File: src/rtl/fifo_pkg.sv
// fifo_pkg: shared FIFO data width, write-arbiter state encoding and index helper
package fifo_pkg;
  localparam int DATA_WIDTH = 8;
  typedef enum logic [1:0] {IDLE, BURST, STALL} arb_state_t;
  function automatic int wrap_inc(input int i, input int n);
    return (i + 1) % n;
  endfunction
endpackage

File: src/rtl/fifo_wr_arbiter_rr_pick.sv
// rr_pick: rotating-priority first-one finder starting at rr_ptr
module rr_pick #(
  parameter int NUM_REQ = 4,
  parameter int IW = (NUM_REQ > 1) ? $clog2(NUM_REQ) : 1
) (
  input  logic [NUM_REQ-1:0] req,
  input  logic [IW-1:0]      rr_ptr,
  output logic [IW-1:0]      index,
  output logic               valid
);
  // scan from farthest to nearest so the closest requester at or after rr_ptr wins
  always_comb begin
    index = '0;
    for (int k = NUM_REQ - 1; k >= 0; k--)
      if (req[(int'(rr_ptr) + k) % NUM_REQ]) index = IW'((int'(rr_ptr) + k) % NUM_REQ);
  end
  assign valid = |req;
endmodule

File: src/rtl/fifo_wr_arbiter.sv
// fifo_wr_arbiter: round-robin burst arbiter sharing one FIFO write port among NUM_REQ requesters
module fifo_wr_arbiter
  import fifo_pkg::*;
#(
  parameter int NUM_REQ = 4,
  parameter int DATA_WIDTH = fifo_pkg::DATA_WIDTH,
  parameter int BURST_LEN = 4,
  parameter int IW = (NUM_REQ > 1) ? $clog2(NUM_REQ) : 1,
  parameter int BW = $clog2(BURST_LEN) + 1
) (
  input  logic                          clk_wr,
  input  logic                          rst,
  input  logic [NUM_REQ-1:0]            req,
  input  logic [NUM_REQ*DATA_WIDTH-1:0] req_data,
  output logic [NUM_REQ-1:0]            gnt,
  input  logic                          full,
  output logic                          wr_en,
  output logic [DATA_WIDTH-1:0]         data_in,
  output logic [IW-1:0]                 owner,
  output logic                          busy,
  output logic [15:0]                   stall_cnt
);
  arb_state_t     state;
  logic [IW-1:0]  rr_ptr;
  logic [IW-1:0]  pick;
  logic           pick_valid;
  logic [BW-1:0]  beat_cnt;
  logic [IW-1:0]  owner_nxt;
  logic           last_beat;

  rr_pick #(.NUM_REQ(NUM_REQ), .IW(IW)) u_pick (
    .req(req),
    .rr_ptr(rr_ptr),
    .index(pick),
    .valid(pick_valid)
  );

  assign owner_nxt = IW'(wrap_inc(int'(owner), NUM_REQ));
  assign last_beat = beat_cnt == BW'(BURST_LEN - 1);
  assign gnt       = (state == BURST && !full) ? NUM_REQ'(1) << owner : '0;
  assign wr_en     = req[owner] && gnt[owner];
  assign data_in   = req_data[int'(owner)*DATA_WIDTH +: DATA_WIDTH];
  assign busy      = state != IDLE;

  // a dropped request ends the burst from either BURST or STALL, even while full
  always_ff @(posedge clk_wr or posedge rst)
    if (rst) begin
      state     <= IDLE;
      owner     <= '0;
      rr_ptr    <= '0;
      beat_cnt  <= '0;
      stall_cnt <= '0;
    end else
      case (state)
        IDLE:
          if (pick_valid) begin
            owner    <= pick;
            beat_cnt <= '0;
            state    <= BURST;
          end
        BURST:
          if (!req[owner]) begin
            state  <= IDLE;
            rr_ptr <= owner_nxt;
          end else if (full) state <= STALL;
          else begin
            beat_cnt <= beat_cnt + BW'(1);
            if (last_beat) begin
              state  <= IDLE;
              rr_ptr <= owner_nxt;
            end
          end
        STALL: begin
          if (!(&stall_cnt)) stall_cnt <= stall_cnt + 16'd1;
          if (!req[owner]) begin
            state  <= IDLE;
            rr_ptr <= owner_nxt;
          end else if (!full) state <= BURST;
        end
        default: state <= IDLE;
      endcase
endmodule
File: config.mk
export PLATFORM = sky130hd
export DESIGN_NAME = fifo_wr_arbiter
export DESIGN_NICKNAME = d
export VERILOG_FILES = /design/src/rtl/fifo_pkg.sv /design/src/rtl/fifo_wr_arbiter_rr_pick.sv /design/src/rtl/fifo_wr_arbiter.sv
export SDC_FILE = /design/constraint.sdc
export NUM_CORES = 1
export LEC_CHECK = 0
export BUFFER_PORTS_ARGS = -buffer_cell sky130_fd_sc_hd__buf_4
export CAP_MARGIN = 20
export CORE_ASPECT_RATIO = 0.7
export CORE_MARGIN = 2
export CORE_UTILIZATION = 48
export DETAILED_ROUTE_END_ITERATION = 7
export PLACE_DENSITY = 0.85
export SYNTH_ARGS = -nofsm -noshare
export SYNTH_HDL_FRONTEND = slang
export SYNTH_SLANG_ARGS = --single-unit
File: constraint.sdc
create_clock -name clk_wr -period 2.7 [get_ports clk_wr]
set_input_delay 0.675 -clock clk_wr [delete_from_list [all_inputs] [get_ports clk_wr]]
set_output_delay 0.675 -clock clk_wr [all_outputs]
set_load 0.01 [all_outputs]
Yosys cells after proc, flatten, opt, wreduce, memory -nomap -nowiden
Cells that the tools add are included.

word-level totals
  bits in registers = 25
  output and inout port bits = 32
  word-level logic and storage cells = 86

cells by class
  muxes and demuxes = 36
  add/sub/neg operators = 6
  reductions and logical operators = 17
  shift-type cells = 2
  eq/ne operators = 11
  bitwise operators = 4
  order comparisons = 5

operator list
  cell                                                                  number
  32-bit by 6-bit variable part select with 8-bit output                1
  2-bit two-way mux                                                     14
  16-bit by 1-bit adder with 16-bit output, second input constant       1
  16-bit AND reduction                                                  1
  1-bit binary-select mux with 2-bit select                             6
  3-bit by 4-bit < comparator with 1-bit output, second input constant  3
  1-bit two-way mux                                                     9
  3-bit two-way mux                                                     3
  3-bit inequality test, second input constant                          3
  4-bit AND reduction                                                   2
  2-bit by 3-bit < comparator with 1-bit output, second input constant  2
  2-bit inequality test, second input constant                          3
  2-bit one-hot mux with 3 select lines                                 1
  3-bit one-hot mux with 2 select lines                                 1
  2-bit nonzero test                                                    3
  2-bit OR reduction                                                    3
  2-bit by 1-bit adder with 2-bit output, second input constant         2
  2-bit adder, second input constant                                    2
  4-bit two-way mux                                                     1
  4-bit inequality test, second input constant                          1
  2-bit one-hot mux with 2 select lines                                 1
  2-bit AND reduction                                                   2
  4-bit OR reduction                                                    1
  1-bit by 2-bit << shifter with 4-bit output, first input constant     1
  11 further kinds                                                      14

Longest topological paths before layout
Gate-level depths: netlist of run 1.

  depth in word-level cells = 10
  depth in mapped cells = 6
  gate-level depth less buffers = 6

Modules after synthesis
Synthesis of run 1 repeated with hierarchy kept, for this count alone.

unflattened totals
  cells, all modules = 168
  area total of the unflattened synthesis = 1,715.4 sq um

modules (own cells, without submodules)
  module           instances  cells an instance  area an instance (sq um)
  fifo_wr_arbiter  1          155                1,637.8
  rr_pick          1          13                 77.6

Worst setup path after synthesis of run 1
OpenSTA, ideal clock, no wires.

  path type = register -> output
  from = register owner[1]
  to = output wr_en
  buffers on the path = 1
  slack = 0.248 ns
  data required time = 2.025 ns
  cell stages (with the launch flop) = 6
  arrival time = 1.777 ns
  path through = dfrtp_1 > clkbuf_1 > inv_1 > ha_1 > mux4_2 > and3_1

on the way
  cells in the longest elaborated chain, start to end = 5
  elaborated cells on any way between the ends = 7
  those cells by class = shift (1); mux (5); reduce/logical (1)

RTL lines
  what                                         RTL line               RTL
  from (decl)                                  fifo_wr_arbiter.sv:19  output logic [IW-1:0] owner,
  from (signal assigned)                       fifo_wr_arbiter.sv:57  owner <= pick;
  1-bit by 2-bit << shifter with 4-bit output  fifo_wr_arbiter.sv:40  assign gnt = (state == BURST && !full) ? NUM_REQ'(1) << owner : '0;
  4-bit two-way mux                            fifo_wr_arbiter.sv:40
  1-bit binary-select mux with 2-bit select    fifo_wr_arbiter.sv:41  assign wr_en = req[owner] && gnt[owner];
  1-bit two-way mux (implied by the code)      fifo_wr_arbiter.sv:41
  1-bit logical AND (*)                        fifo_wr_arbiter.sv:41
  to (decl)                                    fifo_wr_arbiter.sv:17  output logic wr_en,

Every way passes the cells marked *; elsewhere a longest branch is shown, timed or not. The select of a mux whose other input is x is not followed.

Final worst setup path of run 1
Ends and elaborated chain as after synthesis.

==> results of run 1 <==
## per-stage QoR
step / setup WS [ns] / hold WS, ns
finish: 0.166 / 0.453
global route: 0.0679 / 0.477
CTS: 0.0546 / 0.460
detailed placement: 0.289 / 0.476
global placement: 0.320 / 0.475
floorplan: 0.248 / 0.456
## state kept, by name, indices dropped and copies added, names as in the netlist
register   count
beat_cnt       3
stall_cnt     16
rr_ptr         2
state          2
owner          2
## metal layers
layer	vias to the layer above	GRT usage	wire length [um]
met2	36	0.347	2030
met3	4	0.0495	140
met4	0	0.0298	33
met5	-	0	0
li1	725	-	-
met1	720	0.353	2030
## worst max path at each step
stage                  start    end  slack, ns  cells past startpoint
global route        owner[1]  wr_en       0.07                      5
floorplan           owner[1]  wr_en       0.25                      5
finish              owner[1]  wr_en       0.17                      5
detailed placement    req[3]  wr_en       0.29                      4
global placement      req[3]  wr_en       0.32                      4
CTS                 owner[0]  wr_en       0.05                      5
## worst min-delay path: stages
cell	delay [ns]
buf_4	0.10
inv_1	0.04
buf_4	0.29
## placed cells by master (no fill, tap or decap), drive strengths merged, types with 3 or more instances in the layout
cell type,n
buf,73
dfrtp,25
nand2,10
mux4,10
nor2,10
nand3,9
xor2,9
inv,8
nor3,7
ha,7
nand4,7
mux2i,4
and2,4
o21ai,4
a21oi,4
clkbuf,4
and4,3
xnor2,3
nand2b,3
and3,3
mux2,3
## report_power, final
| group | leakage, uW | total [uW] | internal, uW | switching (uW) |
|---|---|---|---|---|
| logic | 0.000793 | 946 | 514 | 432 |
| clock network | 0.0000228 | 213 | 105 | 107 |
| registers | 0.000332 | 585 | 458 | 127 |
## final cells by class
type | instances | share of cell area
Tap cell | 47 | 0.0254
Clock buffer | 4 | 0.0195
Multi-Input combinational cell | 118 | 0.434
Timing Repair Buffer | 73 | 0.237
Inverter | 8 | 0.0130
Sequential cell | 25 | 0.271
## cell families after synthesis
group,share of synthesized area
AND/OR/NAND/NOR,0.208
flip-flops,0.375
AO/OA/AOI/OAI,0.0961
multiplexers,0.182
XOR/XNOR,0.0631
buffers and inverters,0.0233
adder cells (fa/ha/maj),0.0526
## timing repair
item | 4_1_cts | 5_1_grt
gates resized for setup | 0 | 1
setup buffers | 0 | 0
endpoints found under the setup margin | 0 | 1
==> metrics.cfg, run 1 <==
[critical_path]
worstPathMaxFanout=7
cpMaxStageDelayCell=dfrtp_1
path_class=reg -> out
crit_chain=inv_1 > ha_1 > mux4_2 > and3_1 > buf_4
ff2ff_setup_slack_ns=0.91
cpPeakStageDelay_ns=0.50
start_kind=register
critPathBufInv=2
end_kind=output port
arrival_ns=1.86
r2r_cells=4
crit_required_ns=2.03
reg2reg_to=rr_ptr[1]
cp_top_family=flip-flops
reg2reg_from=owner[1]

[power]
power_density_nw_per_um2=754
vdd_drop_max_mv=0.441
p_total_uw=1740
total_leakage_power_uw=0.00115

[clocking]
path_clk_slew_ns=0.08
tritoncts=built
clock_sinks=25
cts_max_level=1
cts_buffer_depth=2
worstSkewPairLatency_ns=0.26
ctsHoldBuffers=0
ctsRootBufferMaster=clkbuf_8
cts_made_buffers=3

[final_layout]
multi_input_area_um2=1000
nFillCells=274
stdcell_count=275
nNetsFinal=275
diodes=0
drive_above_1_share=0.417
regArea_um2=627
stdcell_area_um2=2310
post-route-util=0.715
syn2layout_area_growth_pct=38.7

[run]
maxCapViolations=0

[global_route]
grt_max_degree=26
grt_first_pass_wirelength_um=6850
antenna_found_initial=0
grt_pass1_vias=1429
gr-total-overflow=0
track_usage=0.232

[place]
numPortBuffers=70
place_area_um2=2260
dp_hpwl_um=3460
numPlacedInstances=271
place.gp.congestion=0.781

[yosys]
synth.top_cells.by_count=25 x dfrtp_1, 10 x mux4_2, 10 x nand2_1
async_reset_ff_frac=1.00
ys_seq_area_frac=0.375
synthTopCellsByArea=dfrtp_1 38%, mux4_2 14%, ha_1 5.3%
synthCells=153
synth_ff_type=dfrtp_1
ys_ff_latch=25
synthMostInstantiatedCell=dfrtp_1
yosys.area.top_type_share=0.375
synth.net_count=199
syn_avg_cell_area_um2=10.9
synth_edf_count=0
synth_cell_types=42
yosysWarnings=0
synth_area_um2=1670
synth_area_leader_cell=dfrtp_1

[routing]
detail-route-antenna-nets=0
drcViolationCount=0
drt_wl_total_um=4230
vias=1485
wire_per_inst_um=15.4
drt-initial-drc-count=99
vias_per_cell=5.40
first_pass_iters=4

[die]
io_pins=71
rows=17
start_util=0.515
chipWidth_um=74.4
coreArea_um2=3230
die_h_um=53.3
fp.dieArea_um2=3970

[timing]
finalSetupTns_ns=0
slew_headroom=0.621
setup-violations-final=0
clock_skew_ns=0.00392
clock.fmax_mhz=395
period_minus_slack_ns=2.53
worstMarginPinSlew_ns=0.563
hold_viol_final=0
finalCritPeriodShare=0.939
rsz0062_at_grt=false
slew_viol_final=0

[worst_hold_path]
min_path_type=in -> async

[status]
outcome=finished, final reports clean

No activity file was read; power rests on OpenSTA's default activity.
==> run 2: changes to the inputs <==
--- a/config.mk
+++ b/config.mk
@@ -11,7 +11,7 @@
 export CORE_MARGIN = 2
 export CORE_UTILIZATION = 48
 export DETAILED_ROUTE_END_ITERATION = 7
-export PLACE_DENSITY = 0.85
+export PLACE_DENSITY = 0.8
 export SYNTH_ARGS = -nofsm -noshare
 export SYNTH_HDL_FRONTEND = slang
 export SYNTH_SLANG_ARGS = --single-unit
==> metrics.cfg, run 2 (synthesis results as in run 1) <==
[final_layout]
top_register=stall_cnt  ; unchanged
nNetsFinal=276  ; was 275
syn2layout_area_growth_pct=39.5  ; was 38.7%
layout.cells.most_common=buf_4  ; unchanged
diodes=0  ; unchanged
post-route-util=0.719  ; was 0.715
largest_reg_flops=16  ; unchanged
drive_above_1_share=0.428  ; was 0.417
reg_top3=stall_cnt x16, beat_cnt x3  ; unchanged
final_cell_mix=74 x buf_4, 23 x dfrtp_1, 10 x nand2_1, 10 x mux4_2  ; was 73 x buf_4, 24 x dfrtp_1, 10 x nand2_1, 10 x mux4_2

[critical_path]
crit_path_frequent_cell=buf_4
cpMaxStageDelayCell=mux4_2  ; was dfrtp_1
arrival_ns=1.93  ; was 1.86 ns
crit_chain=buf_4 > ha_1 > mux4_2 > and3_1 > buf_4  ; was inv_1 > ha_1 > mux4_2 > and3_1 > buf_4
cpPeakStageDelay_ns=0.46  ; was 0.50 ns
end_kind=output port  ; unchanged
crit_required_ns=2.03  ; about the same
critPathBufInv=2  ; unchanged
path_class=reg -> out  ; unchanged
cp_top_family=multiplexers  ; was flip-flops
start_kind=register  ; unchanged
worstPathMaxFanout=11  ; was 7

[clocking]
ctsRootBufferMaster=clkbuf_8  ; unchanged
ctsHoldBuffers=0  ; unchanged
cts_max_level=1  ; unchanged
cts_buffer_depth=2  ; unchanged
cts_made_buffers=3  ; unchanged
tritoncts=built  ; unchanged
path_clk_slew_ns=0.10  ; was 0.08 ns
worstSkewPairLatency_ns=0.28  ; was 0.26 ns
clock_sinks=25  ; unchanged

[global_route]
antenna_found_initial=0  ; unchanged
grt_max_degree=26  ; unchanged
grt_pass1_vias=1579  ; was 1429
track_usage=0.243  ; was 0.232
grt_first_pass_wirelength_um=7070  ; was 6850 um
gr-total-overflow=0  ; unchanged

[routing]
detail-route-antenna-nets=0  ; unchanged
vias=1564  ; was 1485
drt-initial-drc-count=154  ; was 99
first_pass_iters=4  ; unchanged
wire_per_inst_um=16.2  ; was 15.4 um
vias_per_cell=5.67  ; was 5.40
drcViolationCount=0  ; unchanged
drt_wl_total_um=4480  ; was 4230 um

[worst_hold_path]
min_path_type=reg -> reg  ; was in -> async

[timing]
finalCritPeriodShare=0.965  ; was 0.939
worstMarginPinSlew_ns=0.935  ; was 0.563 ns
clock.fmax_mhz=384  ; was 395 MHz
finalSetupTns_ns=0  ; unchanged
period_minus_slack_ns=2.61  ; was 2.53 ns
clock_skew_ns=0.00945  ; was 0.00392 ns
rsz0062_at_grt=false  ; unchanged
slew_viol_final=0  ; unchanged
setup-violations-final=0  ; unchanged
slew_headroom=0.376  ; was 0.621
hold_viol_final=0  ; unchanged

[die]
io_pins=71  ; unchanged
die_h_um=53.3  ; unchanged
fp.dieArea_um2=3970  ; unchanged
start_util=0.515  ; unchanged
coreArea_um2=3230  ; unchanged
rows=17  ; unchanged
chipWidth_um=74.4  ; unchanged

[status]
outcome=finished, final reports clean  ; unchanged

[place]
dp_hpwl_um=3660  ; was 3460 um
place.gp.congestion=0.867  ; was 0.781
numPortBuffers=70  ; unchanged

[power]
vdd_drop_max_mv=0.441  ; about the same
power_density_nw_per_um2=773  ; was 754 nW/um2
total_leakage_power_uw=0.00116  ; was 0.00115 uW

[run]
maxCapViolations=0  ; unchanged

run 2: changes by cell type in the layout (fill, tap and decap cells not counted), sizes merged:
cell / before / now
clkbuf: 4 / 3
buf: 73 / 74
inv: 8 / 9
run 2: path summary, 6_finish.rpt:
check                             start           end  slack (ns)  cells past startpoint
max reg2reg                stall_cnt[0]  stall_cnt[1]        0.97                      5
min                         beat_cnt[2]   beat_cnt[2]        0.50                      1
min reg2reg                 beat_cnt[2]   beat_cnt[2]        0.50                      1
max                            owner[1]         wr_en        0.09                      5
max in group asynchronous           rst      owner[0]        1.47                      2
min in group asynchronous           rst  stall_cnt[9]        0.60                      2
run 2: stage by stage:
step	hold slack (ns)	setup slack (ns)	cells	area [um2]	power [uW]
6_report	0.503	0.0946	276	2320	1800
5_1_grt	0.543	0.0225	276	2320	1900
4_1_cts	0.508	0.0179	274	2310	1780
3_5_place_dp	0.483	0.296	270	2260	1540
3_3_place_gp	0.473	0.325	270	2260	1490
2_1_floorplan	0.456	0.248	153	1670	1150
run 2: power breakdown:
group	switching [uW]	leakage [uW]	total [uW]	internal, uW
logic	444	0.000798	973	529
clock network	129	0.0000261	237	108
registers	129	0.000331	587	459
total	702	0.00116	1800	1100
run 2: cell type report:
cell class / count / area (um2)
Clock inverter: 1 / 8.76
Clock buffer: 3 / 41.3
Multi-Input combinational cell: 118 / 1000
Timing Repair Buffer: 74 / 556
Inverter: 8 / 30.0
Tap cell: 47 / 58.8
Fill cell: 263 / 908
Sequential cell: 25 / 628
run 2: routing by layer:
layer,up-vias,part of all wire,track usage
met4,0,0.011,0.0625
met5,-,0,0
met1,767,0.41,0.286
li1,730,-,-
met3,8,0.057,0.0610
met2,59,0.52,0.441
run 2: repair_timing:
action                                  CTS  global route
setup buffers                             0             2
gates resized for setup                   0             2
endpoints found under the setup margin    0             1
==> run 3: changes to the inputs <==
--- a/config.mk
+++ b/config.mk
@@ -12,6 +12,7 @@
 export CORE_UTILIZATION = 48
 export DETAILED_ROUTE_END_ITERATION = 7
 export PLACE_DENSITY = 0.8
+export REMOVE_ABC_BUFFERS = 1
 export SYNTH_ARGS = -nofsm -noshare
 export SYNTH_HDL_FRONTEND = slang
 export SYNTH_SLANG_ARGS = --single-unit
==> metrics.cfg, run 3 (synthesis results as in run 1) <==
[place]
place.gp.congestion=0.804  ; was 0.867
place_ws_ns=0.292  ; was 0.296 ns
numPortBuffers=70  ; unchanged
dp_hpwl_um=3550  ; was 3660 um
numPlacedInstances=270  ; unchanged

[die]
chipWidth_um=74.4  ; unchanged
io_pins=71  ; unchanged
rows=17  ; unchanged
die_h_um=53.3  ; unchanged
fp.dieArea_um2=3970  ; unchanged
coreArea_um2=3230  ; unchanged
start_util=0.515  ; unchanged

[critical_path]
start_kind=register  ; unchanged
reg2reg_from=owner[0]  ; was stall_cnt[0]
worstPathMaxFanout=6  ; was 11
arrival_ns=1.83  ; was 1.93 ns
crit_cells=5  ; unchanged
critPathBufInv=2  ; unchanged
r2r_cells=5  ; unchanged
ff2ff_setup_slack_ns=0.91  ; was 0.97 ns
crit_chain=inv_1 > ha_1 > mux4_2 > and3_1 > buf_4  ; was buf_4 > ha_1 > mux4_2 > and3_1 > buf_4
cpPeakStageDelay_ns=0.49  ; was 0.46 ns
critPathCapture=wr_en  ; unchanged
reg2reg_to=rr_ptr[1]  ; was stall_cnt[1]
crit_start=owner[1]  ; unchanged
path_class=reg -> out  ; unchanged
crit_required_ns=2.03  ; about the same
cp_top_family=flip-flops  ; was multiplexers
end_kind=output port  ; unchanged
cpMaxStageDelayCell=dfrtp_1  ; was mux4_2

[final_layout]
largest_reg_flops=16  ; unchanged
syn2layout_area_growth_pct=38.2  ; was 39.5%
post-route-util=0.712  ; was 0.719
nNetsFinal=274  ; was 276
reg_top3=stall_cnt x16, beat_cnt x3  ; unchanged
top_register=stall_cnt  ; unchanged
stdcell_count=274  ; was 276
diodes=0  ; unchanged
final_cell_mix=72 x buf_4, 25 x dfrtp_1, 10 x nand2_1, 10 x mux4_2  ; was 74 x buf_4, 23 x dfrtp_1, 10 x nand2_1, 10 x mux4_2
layout.cells.most_common=buf_4  ; unchanged
drive_above_1_share=0.414  ; was 0.428

[worst_hold_path]
min_path_type=reg -> reg  ; unchanged

[timing]
rsz0062_at_grt=false  ; unchanged
finalSetupTns_ns=0  ; unchanged
slew_headroom=0.393  ; was 0.376
worstMarginPinSlew_ns=0.909  ; was 0.935 ns
hold_viol_final=0  ; unchanged
slew_viol_final=0  ; unchanged
finalCritPeriodShare=0.926  ; was 0.965
worst_slack_ns=0.199  ; was 0.0946 ns
clock_skew_ns=0.00267  ; was 0.00945 ns
period_minus_slack_ns=2.50  ; was 2.61 ns
clock.fmax_mhz=400  ; was 384 MHz
setup-violations-final=0  ; unchanged

[clocking]
path_clk_slew_ns=0.08  ; was 0.10 ns
ctsRootBufferMaster=clkbuf_8  ; unchanged
cts_resized=0  ; unchanged
cts_made_buffers=3  ; unchanged
cts_buffer_depth=2  ; unchanged
post_cts_buffers=0  ; unchanged
cts_max_level=1  ; unchanged
ctsHoldBuffers=0  ; unchanged
clock_sinks=25  ; unchanged
tritoncts=built  ; unchanged
worstSkewPairLatency_ns=0.27  ; was 0.28 ns

[status]
outcome=finished, final reports clean  ; unchanged

[global_route]
gr-total-overflow=0  ; unchanged
grt_pass1_vias=1432  ; was 1579
grt_first_pass_wirelength_um=6840  ; was 7070 um
antenna_found_initial=0  ; unchanged
grt_max_degree=26  ; unchanged
track_usage=0.234  ; was 0.243

[routing]
drt_wl_total_um=4320  ; was 4480 um
vias_per_cell=5.49  ; was 5.67
drcViolationCount=0  ; unchanged
first_pass_iters=4  ; unchanged
wire_per_inst_um=15.8  ; was 16.2 um
detail-route-antenna-nets=0  ; unchanged
vias=1504  ; was 1564
drt-initial-drc-count=68  ; was 154

[power]
power.clock.fraction=0.125  ; was 0.132
seqPwrFrac=0.327  ; about the same
p_total_uw=1750  ; was 1800 uW
p_int_uw=1070  ; was 1100 uW
power_density_nw_per_um2=758  ; was 773 nW/um2
swShare=0.386  ; was 0.390
total_leakage_power_uw=0.00115  ; was 0.00116 uW
vdd_drop_max_mv=0.478  ; was 0.441 mV
p_comb_frac=0.548  ; was 0.541
switchingPower_uw=673  ; was 702 uW

[run]
maxCapViolations=0  ; unchanged

run 3: changes by cell type in the layout (fill, tap and decap cells not counted), sizes merged:
cell and delta:
buf -2, clkinv +1, inv -1
run 3: layout make-up:
type                    count  area [um2]
well taps                  47        58.8
inverters                   8        30.0
flip-flops and latches     25         626
repair buffers             72         541
fillers                   259         930
multi-input cells         118        1000
clock inverters             1        5.00
clock buffers               3        41.3
run 3: how the worst min path moves through the flow:
stage | slack [ns] | from | depth (start not counted) | endpoint
after floorplan | 0.46 | beat_cnt[2] | 1 | beat_cnt[2]
after CTS | 0.51 | beat_cnt[2] | 1 | beat_cnt[2]
after global placement | 0.48 | beat_cnt[2] | 1 | beat_cnt[2]
final | 0.51 | beat_cnt[2] | 1 | beat_cnt[2]
after global routing | 0.54 | rr_ptr[0] | 1 | rr_ptr[0]
after detailed placement | 0.49 | beat_cnt[2] | 1 | beat_cnt[2]
run 3: per-layer routing:
metal | share of wire | global-route usage | vias up
met1 | 0.45 | 0.319 | 728
met2 | 0.47 | 0.370 | 47
li1 | - | - | 719
met5 | 0 | 0 | -
met3 | 0.054 | 0.0533 | 10
met4 | 0.021 | 0.0714 | 0
run 3: power groups by stage:
stage	combinational (uW)	sequential, uW	clock [uW]
2_1_floorplan	520	617	0
3_3_place_gp	927	569	0
3_5_place_dp	959	575	0
4_1_cts	962	570	225
5_1_grt	1040	593	241
6_report	957	571	218
run 3: through the flow:
| stage | hold slack (ns) | area [um2] |
|---|---|---|
| 3_3_place_gp | 0.478 | 2260 |
| 4_1_cts | 0.506 | 2300 |
| 3_5_place_dp | 0.487 | 2260 |
| 6_report | 0.509 | 2300 |
| 2_1_floorplan | 0.456 | 1660 |
| 5_1_grt | 0.544 | 2300 |
run 3: worst register-to-register path: stages (launching register included):
cell and delay, ns:
dfrtp_1 0.45, buf_4 0.27, mux4_2 0.46, nor2_2 0.14, a21oi_2 0.06, mux2_4 0.31
